**config.mk**
```make
export PLATFORM = sky130hd
export DESIGN_NAME = bin_xs3_conv
export DESIGN_NICKNAME = d
export VERILOG_FILES = /design/src/rtl/bin_xs3_conv_pkg.sv /design/src/rtl/bin_xs3_conv_dd_digit_adj.sv /design/src/rtl/bin_xs3_conv.sv
export SDC_FILE = /design/constraint.sdc
export NUM_CORES = 1
export LEC_CHECK = 0
export BUFFER_PORTS_ARGS = -buffer_cell sky130_fd_sc_hd__buf_2
export CAP_MARGIN = 10
export CORE_MARGIN = 10
export CORE_UTILIZATION = 35
export CTS_BUF_LIST = sky130_fd_sc_hd__clkbuf_16
export DETAILED_ROUTE_END_ITERATION = 16
export PLACE_DENSITY_LB_ADDON = 0.1
export SLEW_MARGIN = 20
export SYNTH_ARGS = -nofsm -noshare
export SYNTH_HDL_FRONTEND = slang
export SYNTH_SLANG_ARGS = --single-unit
```
**constraint.sdc**
```tcl
create_clock -name clk -period 2.3 [get_ports clk]
set_clock_uncertainty 0.15 [all_clocks]
set_input_delay 0 -clock clk [delete_from_list [all_inputs] [get_ports clk]]
set_output_delay 0 -clock clk [all_outputs]
set_load 0.02 [all_outputs]
```
**src/rtl/bin_xs3_conv_pkg.sv**
```systemverilog
// Shared types and constants for the binary to BCD / excess-3 converter.
// Imported by the converter top and its digit-adjust cell.
package bin_xs3_pkg;

    typedef enum logic [1:0] {
        IDLE,
        SHIFT,
        DONE
    } state_t;

    localparam logic       MODE_BCD = 1'b0;
    localparam logic       MODE_XS3 = 1'b1;
    localparam logic [3:0] XS3_BIAS = 4'd3;

    // Bit-counter width for a given input width; never narrower than one bit.
    function automatic int cnt_w(input int bin_w);
        return (bin_w > 1) ? $clog2(bin_w) : 1;
    endfunction

endpackage

```
**src/rtl/bin_xs3_conv_dd_digit_adj.sv**
```systemverilog
// Combinational 4-bit digit adjust: +3 when cond_en and digit >= 5 (double-dabble step),
// or +3 unconditionally when force_en (excess-3 output bias). No carry out.
module dd_digit_adj
    import bin_xs3_pkg::*;
(
    input  logic       cond_en,
    input  logic       force_en,
    input  logic [3:0] digit_in,
    output logic [3:0] digit_out
);

    always_comb begin
        digit_out = digit_in;
        if (force_en || (cond_en && (digit_in >= 4'd5)))
            digit_out = digit_in + XS3_BIAS;
    end

endmodule

```
**src/rtl/bin_xs3_conv.sv**
```systemverilog
// Sequential double-dabble converter, one input bit per clock, with valid/ready on both sides.
// Produces packed BCD or excess-3 digits; out_ovf flags values that do not fit in DIGITS.
module bin_xs3_conv
    import bin_xs3_pkg::*;
#(
    parameter int BIN_W  = 8,
    parameter int DIGITS = 3
) (
    input  logic                  clk,
    input  logic                  rst_n,
    input  logic                  in_valid,
    output logic                  in_ready,
    input  logic [BIN_W-1:0]      in_bin,
    input  logic                  in_mode,
    output logic                  out_valid,
    input  logic                  out_ready,
    output logic [4*DIGITS-1:0]   out_digits,
    output logic                  out_ovf
);

    localparam int CNT_W = cnt_w(BIN_W);
    localparam int BCD_W = 4 * DIGITS;
    localparam int SR_W  = BCD_W + BIN_W;

    state_t             state, state_nxt;
    logic [BIN_W-1:0]   bin_sr;
    logic [BCD_W-1:0]   bcd;
    logic [BCD_W-1:0]   bcd_adj;
    logic [BCD_W-1:0]   bcd_shift;
    logic [BCD_W-1:0]   digits_biased;
    logic [SR_W-1:0]    sr_shift;
    logic               mode_r;
    logic               ovf_r;
    logic               shift_out;
    logic [CNT_W-1:0]   cnt;

    for (genvar g = 0; g < DIGITS; g++) begin : g_shift_adj
        dd_digit_adj u_adj (
            .cond_en   (1'b1),
            .force_en  (1'b0),
            .digit_in  (bcd[4*g +: 4]),
            .digit_out (bcd_adj[4*g +: 4])
        );
    end

    assign sr_shift  = {bcd_adj, bin_sr} << 1;
    assign bcd_shift = sr_shift[SR_W-1:BIN_W];
    assign shift_out = bcd_adj[BCD_W-1];

    // Bias is applied to the value the final shift produces, so DONE entry needs no extra cycle.
    for (genvar g = 0; g < DIGITS; g++) begin : g_out_bias
        dd_digit_adj u_bias (
            .cond_en   (1'b0),
            .force_en  (mode_r == MODE_XS3),
            .digit_in  (bcd_shift[4*g +: 4]),
            .digit_out (digits_biased[4*g +: 4])
        );
    end

    always_ff @(posedge clk or negedge rst_n) begin
        if (!rst_n) state <= IDLE;
        else        state <= state_nxt;
    end

    always_comb begin
        state_nxt = state;
        case (state)
            IDLE:    if (in_valid)     state_nxt = SHIFT;
            SHIFT:   if (cnt == '0)    state_nxt = DONE;
            DONE:    if (out_ready)    state_nxt = IDLE;
            default:                   state_nxt = IDLE;
        endcase
    end

    assign in_ready  = (state == IDLE);
    assign out_valid = (state == DONE);

    always_ff @(posedge clk or negedge rst_n) begin
        if (!rst_n) begin
            bin_sr     <= '0;
            bcd        <= '0;
            mode_r     <= MODE_BCD;
            ovf_r      <= 1'b0;
            cnt        <= '0;
            out_digits <= '0;
            out_ovf    <= 1'b0;
        end else begin
            case (state)
                IDLE: begin
                    if (in_valid) begin
                        bin_sr <= in_bin;
                        mode_r <= in_mode;
                        bcd    <= '0;
                        ovf_r  <= 1'b0;
                        cnt    <= CNT_W'(BIN_W - 1);
                    end
                end
                SHIFT: begin
                    {bcd, bin_sr} <= sr_shift;
                    ovf_r         <= ovf_r | shift_out;
                    if (cnt == '0) begin
                        out_digits <= digits_biased;
                        out_ovf    <= ovf_r | shift_out;
                    end else begin
                        cnt <= cnt - CNT_W'(1);
                    end
                end
                default: ;
            endcase
        end
    end

endmodule

```
Yosys cells after proc, flatten, opt, wreduce, memory -nomap -nowiden --
Cells that the tools add are included. W data, S select, Z words.
Word-level totals: bits in registers 40, bits of input ports 13
Cells by class: equality and inequality tests 6, bitwise logic cells 1, reductions and logical operators 8, muxes and demuxes 19, order comparisons 3, add/subtract/negate cells 7
Operators with widths (count):
- $add A4 B2 Y4 const B | 6
- $mux W4 | 6
- $pmux W12 S2 | 1
- $pmux W8 S2 | 1
- $ge A4 B3 Y1 const B | 3
- $mux W12 | 1
- $mux W8 | 1
- $mux W2 | 3
- $mux W3 | 2
- $ne A2 B2 Y1 const B | 3
- $pmux W2 S3 | 1
- $pmux W3 S2 | 1
- $reduce_and A2 Y1 | 3
- $reduce_and A3 Y1 | 2
- $logic_not A3 Y1 | 1
- $sub A3 B1 Y3 const B | 1
- $eq A2 B1 Y1 const B | 1
- $eq A2 B2 Y1 const B | 1
- $logic_not A2 Y1 | 1
- $ne A2 B1 Y1 const B | 1
- $pmux W1 S2 | 1
- $reduce_bool A2 Y1 | 1
- $mux W1 | 1
- $or A1 B1 Y1 | 1

Logic depth before layout (Yosys ltp) --
depth after elaboration 4, gate-level depth with buffers 9, gate-level depth less buffers 9

Hierarchy --
A second synthesis with hierarchy kept.
Unflattened totals: cell total of the unflattened synthesis 245, area, all modules 2509.9 um^2
By module, submodules not included:
- bin_xs3_conv | cells each 143, instances 1, area an instance 1751.7 um^2
- dd_digit_adj | cells each 17, instances 6, area an instance 126.4 um^2

Worst setup path before layout --
Ideal clock, no wire load.
path type reg2reg, from register bcd[4], to register out_digits[10], arrival 1.783 ns, setup slack 0.242 ns, required time 2.025 ns, clock period less this slack 2.058 ns, cell stages (with the launch flop) 10, path through dfrtp_1 -> inv_1 -> ha_1 -> nand2b_1 -> nor3b_1 -> a21oi_1 -> ha_1 -> nor2b_1 -> xnor2_1 -> mux2_2
Between the ends: cells in the longest elaborated chain, start to end 4, elaborated cells on any way between the ends 5, classes of those cells 2 x add/sub; 1 x order compare; 2 x mux
RTL lines:
- from (decl) | line bin_xs3_conv.sv:27 | logic [BCD_W-1:0] bcd;
- from (signal assigned) | line bin_xs3_conv.sv:99 | {bcd, bin_sr} <= sr_shift;
- $add A4 B2 Y4 or $ge A4 B3 Y1 (tied branches) | line bin_xs3_conv_dd_digit_adj.sv:15, bin_xs3_conv_dd_digit_adj.sv:14
- $mux W4 (*) | line bin_xs3_conv_dd_digit_adj.sv:14 | if (force_en || (cond_en && (digit_in >= 4'd5)))
- $add A4 B2 Y4 (*) | line bin_xs3_conv_dd_digit_adj.sv:15 | digit_out = digit_in + XS3_BIAS;
- $mux W4 (*) | line bin_xs3_conv_dd_digit_adj.sv:14
- to (signal assigned) | line bin_xs3_conv.sv:102 | out_digits <= digits_biased;
- to (decl) | line bin_xs3_conv.sv:17 | output logic [4*DIGITS-1:0] out_digits,
Every way passes the cells marked *; elsewhere a longest branch is shown, timed or not. A chain may end at the register's enable or synchronous reset.

Final worst setup path --
from register bcd[4], to register out_digits[5]
Between the ends: cells in the longest elaborated chain, start to end 4, elaborated cells on any way between the ends 5, classes of those cells 2 x add/sub; 1 x order compare; 2 x mux
RTL lines (line):
- $add A4 B2 Y4 or $ge A4 B3 Y1 (tied branches) | bin_xs3_conv_dd_digit_adj.sv:15, bin_xs3_conv_dd_digit_adj.sv:14
- $mux W4 (*) | bin_xs3_conv_dd_digit_adj.sv:14
- $add A4 B2 Y4 | bin_xs3_conv_dd_digit_adj.sv:15
- $mux W4 (*) | bin_xs3_conv_dd_digit_adj.sv:14
Marks and branches as above.

==> results_dict.tcl <==
set metrics [dict create \
    synth_top_family_by_area "simple AND/OR/NAND/NOR gates" \
    synth_compound_area_share_pct 15.52 \
    power_density_mw_per_mm2 1502 \
    drc 0 \
    antenna_found_initial 0 \
    drv_cap 0 \
    leakage_nw 1.278 \
    grt_usage_pct 10.33 \
    synth_mux_area_share_pct 7.871 \
    cts-root-buf "clkbuf_16" \
    vias 1722 \
    maxSlewHeadroom_pct 63.53 \
    reg2reg_depth 8 \
    path_cells "inv_1, ha_2, nand2b_1, a21oi_2, xnor2_2, ha_1, mux2_2, o21ai_1" \
    crit_arrival_ns 2.20 \
    r2r_slack_ns 0.16 \
    gr-total-overflow 0 \
    clk_path_buf_depth 2 \
    grt-busiest-layer "met2" \
    place_area_mm2 0.002460 \
    synth_fa_ha_area_share_pct 6.098 \
    synth_top_cell_by_area "dfrtp_1" \
    seq_area_frac_synth_pct 44.35 \
    avgViaCountPerCell 4.824 \
    num_io_pins 28 \
    initial_core_util_pct 35.75 \
    met3_usage_pct 2.541 \
    synthFlopType "dfrtp_1" \
    die-area_mm2 0.01006 \
    synth_top_area_share_pct 44.35 \
    ir_drop_mv 0.5605 \
    insertion_delay_ns 0.28 \
    post-route-min-period_ns 2.142 \
    first_iter_violations 48 \
    finalCritPeriodShare_pct 93.11 \
    grt_use_met1_pct 12.87 \
    setup_viol_count_final 0 \
    rows 29 \
    cts.sinks 40 \
    wire_per_inst_um 13.48 \
    start_kind "register" \
    async_reset_ff_share_pct 100.0 \
    final_area_mm2 0.002764 \
    fin_ws_ns 0.1584 \
    cts_buffers 5 \
    design.core.area_mm2 0.006314 \
    cts_tree "done" \
    final_util_pct 43.78 \
    slowest_delay_ns 0.40 \
    cp.required_ns 2.35 \
    hold_viol_final 0 \
    die_w_um 100.3 \
    dr.pass1.iters 4 \
    endpoint_kind "register" \
    grt_pass1_vias 1796 \
    htreeDepth 2 \
    drive_gt1_share_pct 20.71 \
    routabilityCongestion 0.7434 \
    synth_edf_count 0 \
    post_synth_num_cell_types 39 \
    area_delta_synth_final_pct 22.45 \
    yosys-top-cells-area "dfrtp_1, o21ai_0, ha_1, nand2_1, mux2i_1" \
    grt_max_degree 41 \
    grt_pass1_wl_um 8528 \
    setup.worst_path.start "bcd[4]" \
    place_ws_ns 0.1173 \
    worstSetupPathType "register to register" \
    rr_endpoint "out_digits[5]" \
    rsz0062_at_grt "false" \
    gr-usage-met2_pct 17.06 \
    syn_inst 236 \
    wl_um 4814 \
    synth-simple-area-share_pct 17.46 \
    cpMaxStageDelayCell "dfrtp_1" \
    worst_slew_pin_slew_ns 0.5471 \
    yosys_register_bits 40 \
    fillCellCount 636 \
    yosysMostFrequentCell "dfrtp_1" \
    final_antenna_net_count 0 \
    die_y_um 100.3 \
    diodes 0 \
    nNetsFinal 303 \
    hpwl_um 3380 \
    status "finished clean" \
    hp-class "input port to async pin" \
    cts.clk_slew.worst_paths_ns 0.06 \
    synth_common_cells "dfrtp_1, o21ai_0, nand2_1" \
    maxSlewViolCount 0 \
    syn_area_mm2 0.002257 \
    syn_avg_cell_area_um2 9.564 \
    timing.rr.start "bcd[4]" \
    critPathMaxFanout 5 \
    syn_nets 260 \
    max_freq_mhz 466.9 \
    synthXorXnorAreaFrac_pct 3.104 \
    io_buffer_count 27 \
    setup_tns_ns 0 \
    yosys_warnings 0 \
]
layout make-up:
class	instances	area [µm²]	area share, %
timing repair buffer	48	325.3	11.77
clock buffer	5	125.1	4.527
sequential	40	1002	36.26
inverter	10	37.54	1.358
clock inverter	3	37.54	1.358
multi-input combinational	174	1140	41.24
tap	77	96.34	3.486
routing by layer:
| layer | up-vias | routed length (µm) |
|---|---|---|
| li1 | 891 | - |
| met1 | 805 | 2316 |
| met2 | 21 | 2291 |
| met3 | 5 | 152 |
| met4 | 0 | 53 |
| met5 | - | 0 |
worst max-delay path, delay by kind of cell, from the launching register on:
kind	cells	cell delay (ns)
and+or+nand+nor	1	0.09
AOI/OAI and AO/OA	2	0.34
xor gates and xnor gates	1	0.18
adders and majority gates	2	0.52
DFF	1	0.40
muxes	1	0.26
buffers and inverters	1	0.12
cell families after synthesis:
group	after synthesis
AOI/OAI and AO/OA	60
buffers and inverters	22
muxes	16
adders and majority gates	11
DFF	40
xor gates and xnor gates	8
and+or+nand+nor	79
repair_timing:
action	in CTS	in global routing
setup buffers	0	0
hold endpoints to repair	51	0
gates resized for setup	0	3
endpoints found under the setup margin	0	3
hold buffers	13	0
power by group:
part / leakage, nW / internal (mW) / switching [mW]
combinational: 0.705 / 0.951 / 1.12
sequential: 0.494 / 1.02 / 0.291
clock: 0.0789 / 0.504 / 0.267
through the flow:
step / cells / total power [mW] / hold slack (ns)
final: 357 / 4.150 / 0.1689
after global routing: 357 / 4.570 / 0.2398
after CTS: 357 / 4.204 / 0.1948
after detailed placement: 336 / 3.393 / -0.03996
after global placement: 336 / 3.370 / -0.03768
after floorplan: 236 / 2.884 / -0.4456
state kept, by name, summed over array words and instances (netlist names):
| signal | cells |
|---|---|
| bcd | 12 |
| bin_sr | 8 |
| cnt | 3 |
| mode_r | 1 |
| out_digits | 12 |
| out_ovf | 1 |
| ovf_r | 1 |
| state | 2 |
layout by cell type (no fill, tap or decap), drive strengths merged, types with 10 or more instances in the layout:
| cell type | count |
|---|---|
| o21ai | 36 |
| buf | 35 |
| dfrtp | 40 |
| dlygate4sd3 | 13 |
| nor2 | 12 |
| nand2 | 32 |
| inv | 10 |
| a21oi | 12 |
| ha | 11 |
worst max path at each step:
stage / end / slack [ns] / cells after the start
after global placement: out_digits[1] / 0.18 / 8
after floorplan: out_digits[10] / 0.24 / 9
final: out_digits[5] / 0.16 / 8
after CTS: out_digits[5] / 0.1 / 8
after detailed placement: out_digits[6] / 0.12 / 9
after global routing: out_digits[1] / 0.01 / 8
(Power assumes the default switching activity.)
